**config.mk**
```make
export PLATFORM = sky130hd
export DESIGN_NAME = prog_loader
export DESIGN_NICKNAME = d
export VERILOG_FILES = /design/src/rtl/prog_loader.sv
export SDC_FILE = /design/constraint.sdc
export NUM_CORES = 1
export LEC_CHECK = 0
export BUFFER_PORTS_ARGS = -buffer_cell sky130_fd_sc_hd__buf_2
export CAP_MARGIN = 25
export CORE_ASPECT_RATIO = 0.75
export CORE_MARGIN = 5
export CORE_UTILIZATION = 31
export CTS_BUF_LIST = sky130_fd_sc_hd__clkbuf_4 sky130_fd_sc_hd__clkbuf_8
export DETAILED_ROUTE_END_ITERATION = 6
export SLEW_MARGIN = 20
export SYNTH_ARGS = -nofsm -noshare
export SYNTH_HDL_FRONTEND = slang
export SYNTH_SLANG_ARGS = --single-unit
```
**constraint.sdc**
```tcl
create_clock -name CLK -period 3.8 [get_ports CLK]
set_clock_uncertainty 0.1 [all_clocks]
set_input_delay 0.76 -clock CLK [delete_from_list [all_inputs] [get_ports CLK]]
set_output_delay 0.76 -clock CLK [all_outputs]
set_load 0.02 [all_outputs]
```
**src/rtl/prog_loader.sv**
```systemverilog
// prog_loader: boot-time program loader and CPU run monitor.
// Takes a length-prefixed word stream, writes the words into instruction
// memory from BASE_ADDR upward and holds the CPU in reset while loading.
// It then releases the CPU and counts run cycles until the halt indication
// (a 1->0 edge on do_halt), reporting done, error code and cycle count.
//
// Optional feature macro: PROG_LOADER_CHECKSUM_EN
//   When defined, one extra checksum word (sum of the program words
//   mod 2^WORD_W) follows the program and must match before the CPU runs.
//
// Ports:
//   CLK        in   system clock, rising edge
//   rst        in   synchronous active-high reset
//   in_valid   in   stream word valid
//   in_ready   out  loader can accept a word (combinational from state)
//   in_data    in   stream word
//   mem_we     out  instruction memory write strobe
//   mem_addr   out  instruction memory write address
//   mem_wdata  out  instruction memory write data
//   cpu_rst    out  CPU reset, low only while running
//   do_halt    in   CPU halt indication (falling edge = halt)
//   busy       out  loading, checking or running
//   done       out  sticky, program halted normally
//   err_code   out  sticky: 0 none, 1 length overflow, 2 checksum, 3 timeout
//   cycles     out  run cycle count, frozen once done or errored
module prog_loader #(
    parameter int unsigned WORD_W    = 16,
    parameter int unsigned ADDR_W    = 8,
    parameter int unsigned BASE_ADDR = 0,
    parameter int unsigned CYC_W     = 32,
    parameter int unsigned TIMEOUT   = 0
) (
    input  logic              CLK,
    input  logic              rst,
    input  logic              in_valid,
    output logic              in_ready,
    input  logic [WORD_W-1:0] in_data,
    output logic              mem_we,
    output logic [ADDR_W-1:0] mem_addr,
    output logic [WORD_W-1:0] mem_wdata,
    output logic              cpu_rst,
    input  logic              do_halt,
    output logic              busy,
    output logic              done,
    output logic [1:0]        err_code,
    output logic [CYC_W-1:0]  cycles
);

    // Width wide enough to hold BASE_ADDR + N and 2^ADDR_W without wrapping.
    localparam int unsigned CHK_W = ((WORD_W > ADDR_W) ? WORD_W : ADDR_W) + 2;

    typedef enum logic [2:0] {
        S_IDLE,
        S_LOAD,
`ifdef PROG_LOADER_CHECKSUM_EN
        S_CHECK,
`endif
        S_RUN,
        S_DONE,
        S_ERR
    } state_t;

    state_t              r_state;
    logic [WORD_W-1:0]   r_len;
    logic [WORD_W-1:0]   r_cnt;
    logic [ADDR_W-1:0]   r_addr;
`ifdef PROG_LOADER_CHECKSUM_EN
    logic [WORD_W-1:0]   r_sum;
`endif
    logic                r_halt_q;
    logic                r_run_d;
    logic                r_mem_we;
    logic [ADDR_W-1:0]   r_mem_addr;
    logic [WORD_W-1:0]   r_mem_wdata;
    logic                r_cpu_rst;
    logic                r_busy;
    logic                r_done;
    logic [1:0]          r_err;
    logic [CYC_W-1:0]    r_cycles;

    logic                w_ready;
    logic                w_hs;
    logic [CHK_W-1:0]    w_len_end;
    logic [CHK_W-1:0]    w_cap;
    logic                w_len_ovf;
    logic                w_last;
    logic                w_halt;
    logic                w_tmo;
    logic                w_cyc_sat;

    // Ready depends only on the current state.
    always_comb begin
        w_ready = 1'b0;
        if (r_state == S_IDLE || r_state == S_LOAD)
            w_ready = 1'b1;
`ifdef PROG_LOADER_CHECKSUM_EN
        if (r_state == S_CHECK)
            w_ready = 1'b1;
`endif
    end

    assign w_hs      = in_valid && w_ready;
    assign w_len_end = CHK_W'(BASE_ADDR) + CHK_W'(in_data);
    assign w_cap     = CHK_W'(1) << ADDR_W;
    assign w_len_ovf = (w_len_end > w_cap);
    assign w_last    = (r_cnt == (r_len - WORD_W'(1)));
    assign w_halt    = r_halt_q && !do_halt;
    assign w_tmo     = (TIMEOUT != 0) && (r_cycles == CYC_W'(TIMEOUT));
    assign w_cyc_sat = &r_cycles;

    // Loader / run-monitor FSM with registered outputs.
    always_ff @(posedge CLK) begin
        if (rst) begin
            r_state     <= S_IDLE;
            r_len       <= '0;
            r_cnt       <= '0;
            r_addr      <= ADDR_W'(BASE_ADDR);
`ifdef PROG_LOADER_CHECKSUM_EN
            r_sum       <= '0;
`endif
            r_halt_q    <= 1'b0;
            r_run_d     <= 1'b0;
            r_mem_we    <= 1'b0;
            r_mem_addr  <= ADDR_W'(BASE_ADDR);
            r_mem_wdata <= '0;
            r_cpu_rst   <= 1'b1;
            r_busy      <= 1'b0;
            r_done      <= 1'b0;
            r_err       <= 2'd0;
            r_cycles    <= '0;
        end else begin
            r_halt_q <= do_halt;
            r_mem_we <= 1'b0;
            case (r_state)
                S_IDLE: begin
                    if (w_hs) begin
                        r_len  <= in_data;
                        r_cnt  <= '0;
                        r_addr <= ADDR_W'(BASE_ADDR);
`ifdef PROG_LOADER_CHECKSUM_EN
                        r_sum  <= '0;
`endif
                        if (w_len_ovf) begin
                            r_state <= S_ERR;
                            r_err   <= 2'd1;
                        end else if (in_data == '0) begin
`ifdef PROG_LOADER_CHECKSUM_EN
                            r_state <= S_CHECK;
`else
                            r_state <= S_RUN;
`endif
                            r_busy  <= 1'b1;
                        end else begin
                            r_state <= S_LOAD;
                            r_busy  <= 1'b1;
                        end
                    end
                end
                S_LOAD: begin
                    if (w_hs) begin
                        r_mem_we    <= 1'b1;
                        r_mem_addr  <= r_addr;
                        r_mem_wdata <= in_data;
                        r_addr      <= r_addr + ADDR_W'(1);
                        r_cnt       <= r_cnt + WORD_W'(1);
`ifdef PROG_LOADER_CHECKSUM_EN
                        r_sum       <= r_sum + in_data;
                        if (w_last)
                            r_state <= S_CHECK;
`else
                        if (w_last)
                            r_state <= S_RUN;
`endif
                    end
                end
`ifdef PROG_LOADER_CHECKSUM_EN
                S_CHECK: begin
                    if (w_hs) begin
                        if (in_data == r_sum) begin
                            r_state <= S_RUN;
                        end else begin
                            r_state <= S_ERR;
                            r_err   <= 2'd2;
                            r_busy  <= 1'b0;
                        end
                    end
                end
`endif
                S_RUN: begin
                    if (w_halt) begin
                        r_state   <= S_DONE;
                        r_done    <= 1'b1;
                        r_cpu_rst <= 1'b1;
                        r_busy    <= 1'b0;
                    end else if (w_tmo) begin
                        r_state   <= S_ERR;
                        r_err     <= 2'd3;
                        r_cpu_rst <= 1'b1;
                        r_busy    <= 1'b0;
                    end else begin
                        // First RUN cycle keeps the CPU in reset so the last write lands first.
                        r_run_d <= 1'b1;
                        if (r_run_d)
                            r_cpu_rst <= 1'b0;
                        if (!r_cpu_rst && !w_cyc_sat)
                            r_cycles <= r_cycles + CYC_W'(1);
                    end
                end
                default: begin
                    // DONE and ERR are terminal until reset.
                end
            endcase
        end
    end

    assign in_ready  = w_ready;
    assign mem_we    = r_mem_we;
    assign mem_addr  = r_mem_addr;
    assign mem_wdata = r_mem_wdata;
    assign cpu_rst   = r_cpu_rst;
    assign busy      = r_busy;
    assign done      = r_done;
    assign err_code  = r_err;
    assign cycles    = r_cycles;

endmodule

```
# --- Yosys cells after proc, flatten, opt, wreduce, memory -nomap -nowiden ---
# Cells that the tools add are included.
totals:
  register_bits: 106
  wordCells: 75
  out_inout_bits: 63
  inputBits: 20
classes:
  mux: 21
  magnitude_cmp: 1
  n_eq_ne: 8
  bitwise: 2
  n_reduce_logical: 25
  add_sub_neg: 4
ops:
  columns: ["operator", "n"]
  rows:
  - ["adder 32 x 1 -> 32 bit (second input constant)", 1]
  - ["2-to-1 mux 16 bit", 2]
  - ["case mux 16 bit (2 select lines)", 1]
  - ["AND reduction 32 bit", 1]
  - ["adder 16 x 1 -> 16 bit (second input constant)", 1]
  - ["equality test 16 bit", 1]
  - ["> comparator 16 x 9 -> 1 bit (second input constant)", 1]
  - ["logical NOT 16 bit", 1]
  - ["2-to-1 mux 8 bit", 2]
  - ["case mux 8 bit (2 select lines)", 1]
  - ["subtractor 16 x 1 -> 16 bit (second input constant)", 1]
  - ["2-to-1 mux 3 bit", 5]
  - ["inequality test 2 bit (second input constant)", 5]
  - ["AND reduction 2 bit", 5]
  - ["case mux 3 bit (3 select lines)", 1]
  - ["AND reduction 3 bit", 3]
  - ["adder 8 x 1 -> 8 bit (second input constant)", 1]
  - ["2-to-1 mux 1 bit", 7]
  - ["nonzero test 2 bit", 3]
  - ["AND reduction 5 bit", 1]
  - ["AND reduction 4 bit", 1]
  - ["equality test 3 x 1 -> 1 bit (second input constant)", 1]
  - ["equality test 3 x 2 -> 1 bit (second input constant)", 1]
  - ["logical AND 1 bit", 3]
  - ["other kinds (8)", 11]

# --- Longest topological paths before layout ---
logic_depth:
  depth_word: 6
  ltp_mapped: 9
  mapped_depth_nobuf: 9

# --- Least setup slack after synthesis ---
# No wires, ideal clock.
synth_path:
  kind: "register -> register"
  from: "register r_len[0]"
  to: "register r_state[0]"
  t_arrival_ps: 2374
  setup_time_ps: 136
  n_path_buf: 0
  t_required_ps: 3564
  slack_ps: 1190
  stages_incl_launch_ff: 10
  period_less_slack_ps: 2610
  path_cell_list: "dfxtp_1 > inv_1 > ha_1 > or4b_1 > nor2_1 > xnor2_1 > o311ai_0 > or4b_1 > o41ai_2 > a211oi_1"
synth_between:
  elab_chain_len: 4
synth_lines:
  columns: ["element", "line_no", "source"]
  rows:
  - ["start: declaration", "64", "logic [WORD_W-1:0] r_len;"]
  - ["start signal: assignment", "137", "r_len <= in_data;"]
  - ["subtractor 16 x 1 -> 16 bit", "106", "assign w_last = (r_cnt == (r_len - WORD_W'(1)));"]
  - ["equality test 16 bit", "106", null]
  - ["inequality test 2 bit (no source line)", null, null]
  - ["AND reduction 5 bit (no source line)", null, null]
  - ["end signal: assignment", "114", "r_state <= S_IDLE;"]
  - ["end signal: assignment", "144", "r_state <= S_ERR;"]
  - ["end signal: assignment", "150", "r_state <= S_RUN;"]
  - ["end: declaration", "63", "state_t r_state;"]
# No other way between the ends.
# A chain may end at the register's enable or synchronous reset.

# --- Final worst setup path ---
# Same ends and word-level chain as after synthesis.

==> flow_summary.yaml <==
worst_setup_path:
  crit_path_cell_trace: "inv_1, ha_1, or4b_1, nor2_1, xnor2_1, o311ai_0, or4b_1, o41ai_2, a211oi_1"
  crit_family: "simple AND/OR/NAND/NOR gates"
  worst-path-buf-inv: 1
  crit_type: "flip-flop to flip-flop"
  required_ns: 3.95
  crit_arrival_ns: 3.12
  max_stage_delay_ns: 0.52
  worstReg2RegEnd: "r_state[0]"
  r2r_start: "r_len[0]"
  reg2reg_depth: 9
  reg2reg_slack_ns: 0.83
  path_max_fanout: 5
  cp_slowest_cell: "or4b_1"
  endpoint_kind: "flip-flop"
  worstSetupStartpointType: "flip-flop"
  cp_common_cell: "or4b_1"
routing:
  drc: 0
  wl_per_cell_um: 13.97
  drt_wl_total_um: 12370
  via_per_inst: 4.762
  num_vias: 4219
  initialDrtViolationCount: 274
  drtAntennaViolNets: 0
  firstDrtPassIters: 4
placed_design:
  dp_hpwl_um: 8959
  dpl.cell_count: 870
  globalplace.congestion: 0.7951
  place_ws_ns: 0.8720
  numPortBuffers: 81
  placed_area_um2: 5478
global_routing:
  first_global_vias: 3836
  grt_usage: 0.1350
  overflow: 0
  grt_pass1_wl_um: 20110
  antenna_found_initial: 1
  grt_start_max_net_pins: 55
cts:
  cts_tree: "yes"
  cts_resized: 0
  numClockSinks: 106
  cts_setup_buffers: 0
  path_clk_slew_ns: 0.11
  cts_root_buffer: "clkbuf_8"
  h-tree-depth: 3
  ctsHoldBuffers: 0
  clockBufferDepth: 2
  clk_latency_ns: 0.39
  cts_buffers: 9
sta:
  post-route-period-util: 0.7817
  tns_ns: 0
  rsz0062_at_grt: "false"
  tightest_slew_ns: 0.7576
  drv_slew: 0
  setup_ws_ns: 0.8297
  fin_crit_ns: 2.970
  finalHoldViolations: 0
  max_freq_ghz: 0.3367
  setup_violations: 0
  slew_headroom: 0.4950
layout:
  layout-drive-gt1-share: 0.1689
  final_area_um2: 5664
  final_cell_mix: "nand2_1 (109), dfxtp_1 (106), nor2_1 (84)"
  num_antenna_cells: 0
  fin_cells: 886
  fin_nets: 700
  num-fill-cells: 1627
  area_growth_pct: 16.14
  final_common_cell: "nand2_1"
min_path:
  holdPathStages: 2
  hold_end: "mem_wdata[1]"
  hold_class: "flip-flop to flip-flop"
  worstHoldStart: "mem_wdata[1]"
floorplanning:
  dieArea_um2: 18370
  ios: 83
  core_area_um2: 15320
  die_x_um: 154.8
  die_y_um: 118.6
  initial_core_util: 0.3183
  rows: 39
power_and_ir_drop:
  p_leak_nw: 2.154
  powerDensity_nw_per_um2: 388.5
  total_power_mw: 2.200
  ir_drop_v: 0.0001488
synthesis:
  synth_compound_area_frac: 0.1057
  synth.area.mux_share: 0.004105
  synthesis.area_um2: 4877
  synth_edf_count: 0
  syn_avg_cell_area_um2: 8.088
  async_flop_share: 0
  synthXorXnorAreaFrac: 0.1183
  syn_inst: 603
  synth_nets: 627
  synth_top_family_by_area: "simple AND/OR/NAND/NOR gates"
  synthAdderAreaFrac: 0.01026
  synth_cell_types: 56
  synthSimpleGateAreaFrac: 0.2978
  synthFlopType: "dfxtp_1"
  ys_seq_area_frac: 0.4351
  synth_seq_cells: 106
  yosysWarnings: 0
status:
  status: "finished clean"
run:
  drv_cap: 0
==> worst min-delay path, cell delays in order, from the launching register on <==
cell and delay, ns:
dfxtp_1 0.32, nand2_1 0.05, a21oi_1 0.05
==> flip-flops by register name, indices dropped and copies added (netlist names) <==
register   count
r_len         16
cpu_rst        1
err_code       1
r_addr         8
mem_addr       8
mem_we         1
cycles        32
r_cnt         16
done           1
r_run_d        1
mem_wdata     16
r_state        3
busy           1
r_halt_q       1
==> stage by stage <==
stage,hold slack (ns),util
4_1_cts,0.3597,0.3697
3_5_place_dp,0.3445,0.3575
5_1_grt,0.3826,0.3697
2_1_floorplan,0.3366,-
6_report,0.3585,0.3697
3_3_place_gp,0.3406,0.3575
==> final cells by class <==
type | instances | area (µm²) | share of cell area
Multi-Input combinational cell | 463 | 2619 | 0.4623
Sequential cell | 106 | 2122 | 0.3746
Timing Repair Buffer | 86 | 442.9 | 0.07820
Tap cell | 205 | 256.5 | 0.04528
Clock buffer | 9 | 123.9 | 0.02187
Clock inverter | 7 | 62.56 | 0.01104
Inverter | 10 | 37.54 | 0.006627
==> cell usage after synthesis (all sizes together), types with 3 or more instances <==
cell	count	area share
o21ai	10	0.010
nand4	17	0.022
nor3	13	0.019
buf	4	0.0049
nand2b	3	0.0038
and3	8	0.011
nor4	7	0.012
ha	4	0.010
xnor2	31	0.056
xor2	34	0.063
inv	10	0.0077
nor2b	4	0.0051
nor2	86	0.067
a21oi	57	0.058
a21boi	4	0.0069
o31ai	4	0.0062
and4	6	0.011
clkbuf	20	0.015
nand2	109	0.084
dfxtp	106	0.44
nand3	25	0.026
and2	4	0.0051
or3	7	0.0090
==> logic make-up after synthesis <==
family          after synthesis
compound gates               88
xor+xnor                     65
fa+ha+maj                     4
buf+inv                      34
flops                       106
mux                           2
other cells                   1
simple gates                303
==> metal layers <==
layer | global-route usage | share of wire
met1 | 0.1970 | 0.51
met2 | 0.1854 | 0.40
met4 | 0.02758 | 0.0082
met5 | 0 | 0.00057
met3 | 0.05590 | 0.081
==> power by group <==
part / total, mW / internal (mW) / switching [mW]
clock network: 0.686 / 0.252 / 0.434
registers: 1.19 / 1.14 / 0.0423
logic: 0.328 / 0.119 / 0.209
total: 2.20 / 1.52 / 0.685
==> worst max path at each step <==
stage               startpoint         end  slack (ns)  cells past startpoint
floorplan             r_len[0]  r_state[0]        1.19                      9
global placement      r_len[0]  r_state[0]         1.0                      9
detailed placement    r_len[0]  r_state[0]        0.87                      9
CTS                   r_len[0]  r_state[0]        0.84                      9
global route          r_len[0]  r_state[0]        0.66                      9
finish                r_len[0]  r_state[0]        0.83                      9
No activity file was read; power rests on OpenSTA's default activity.
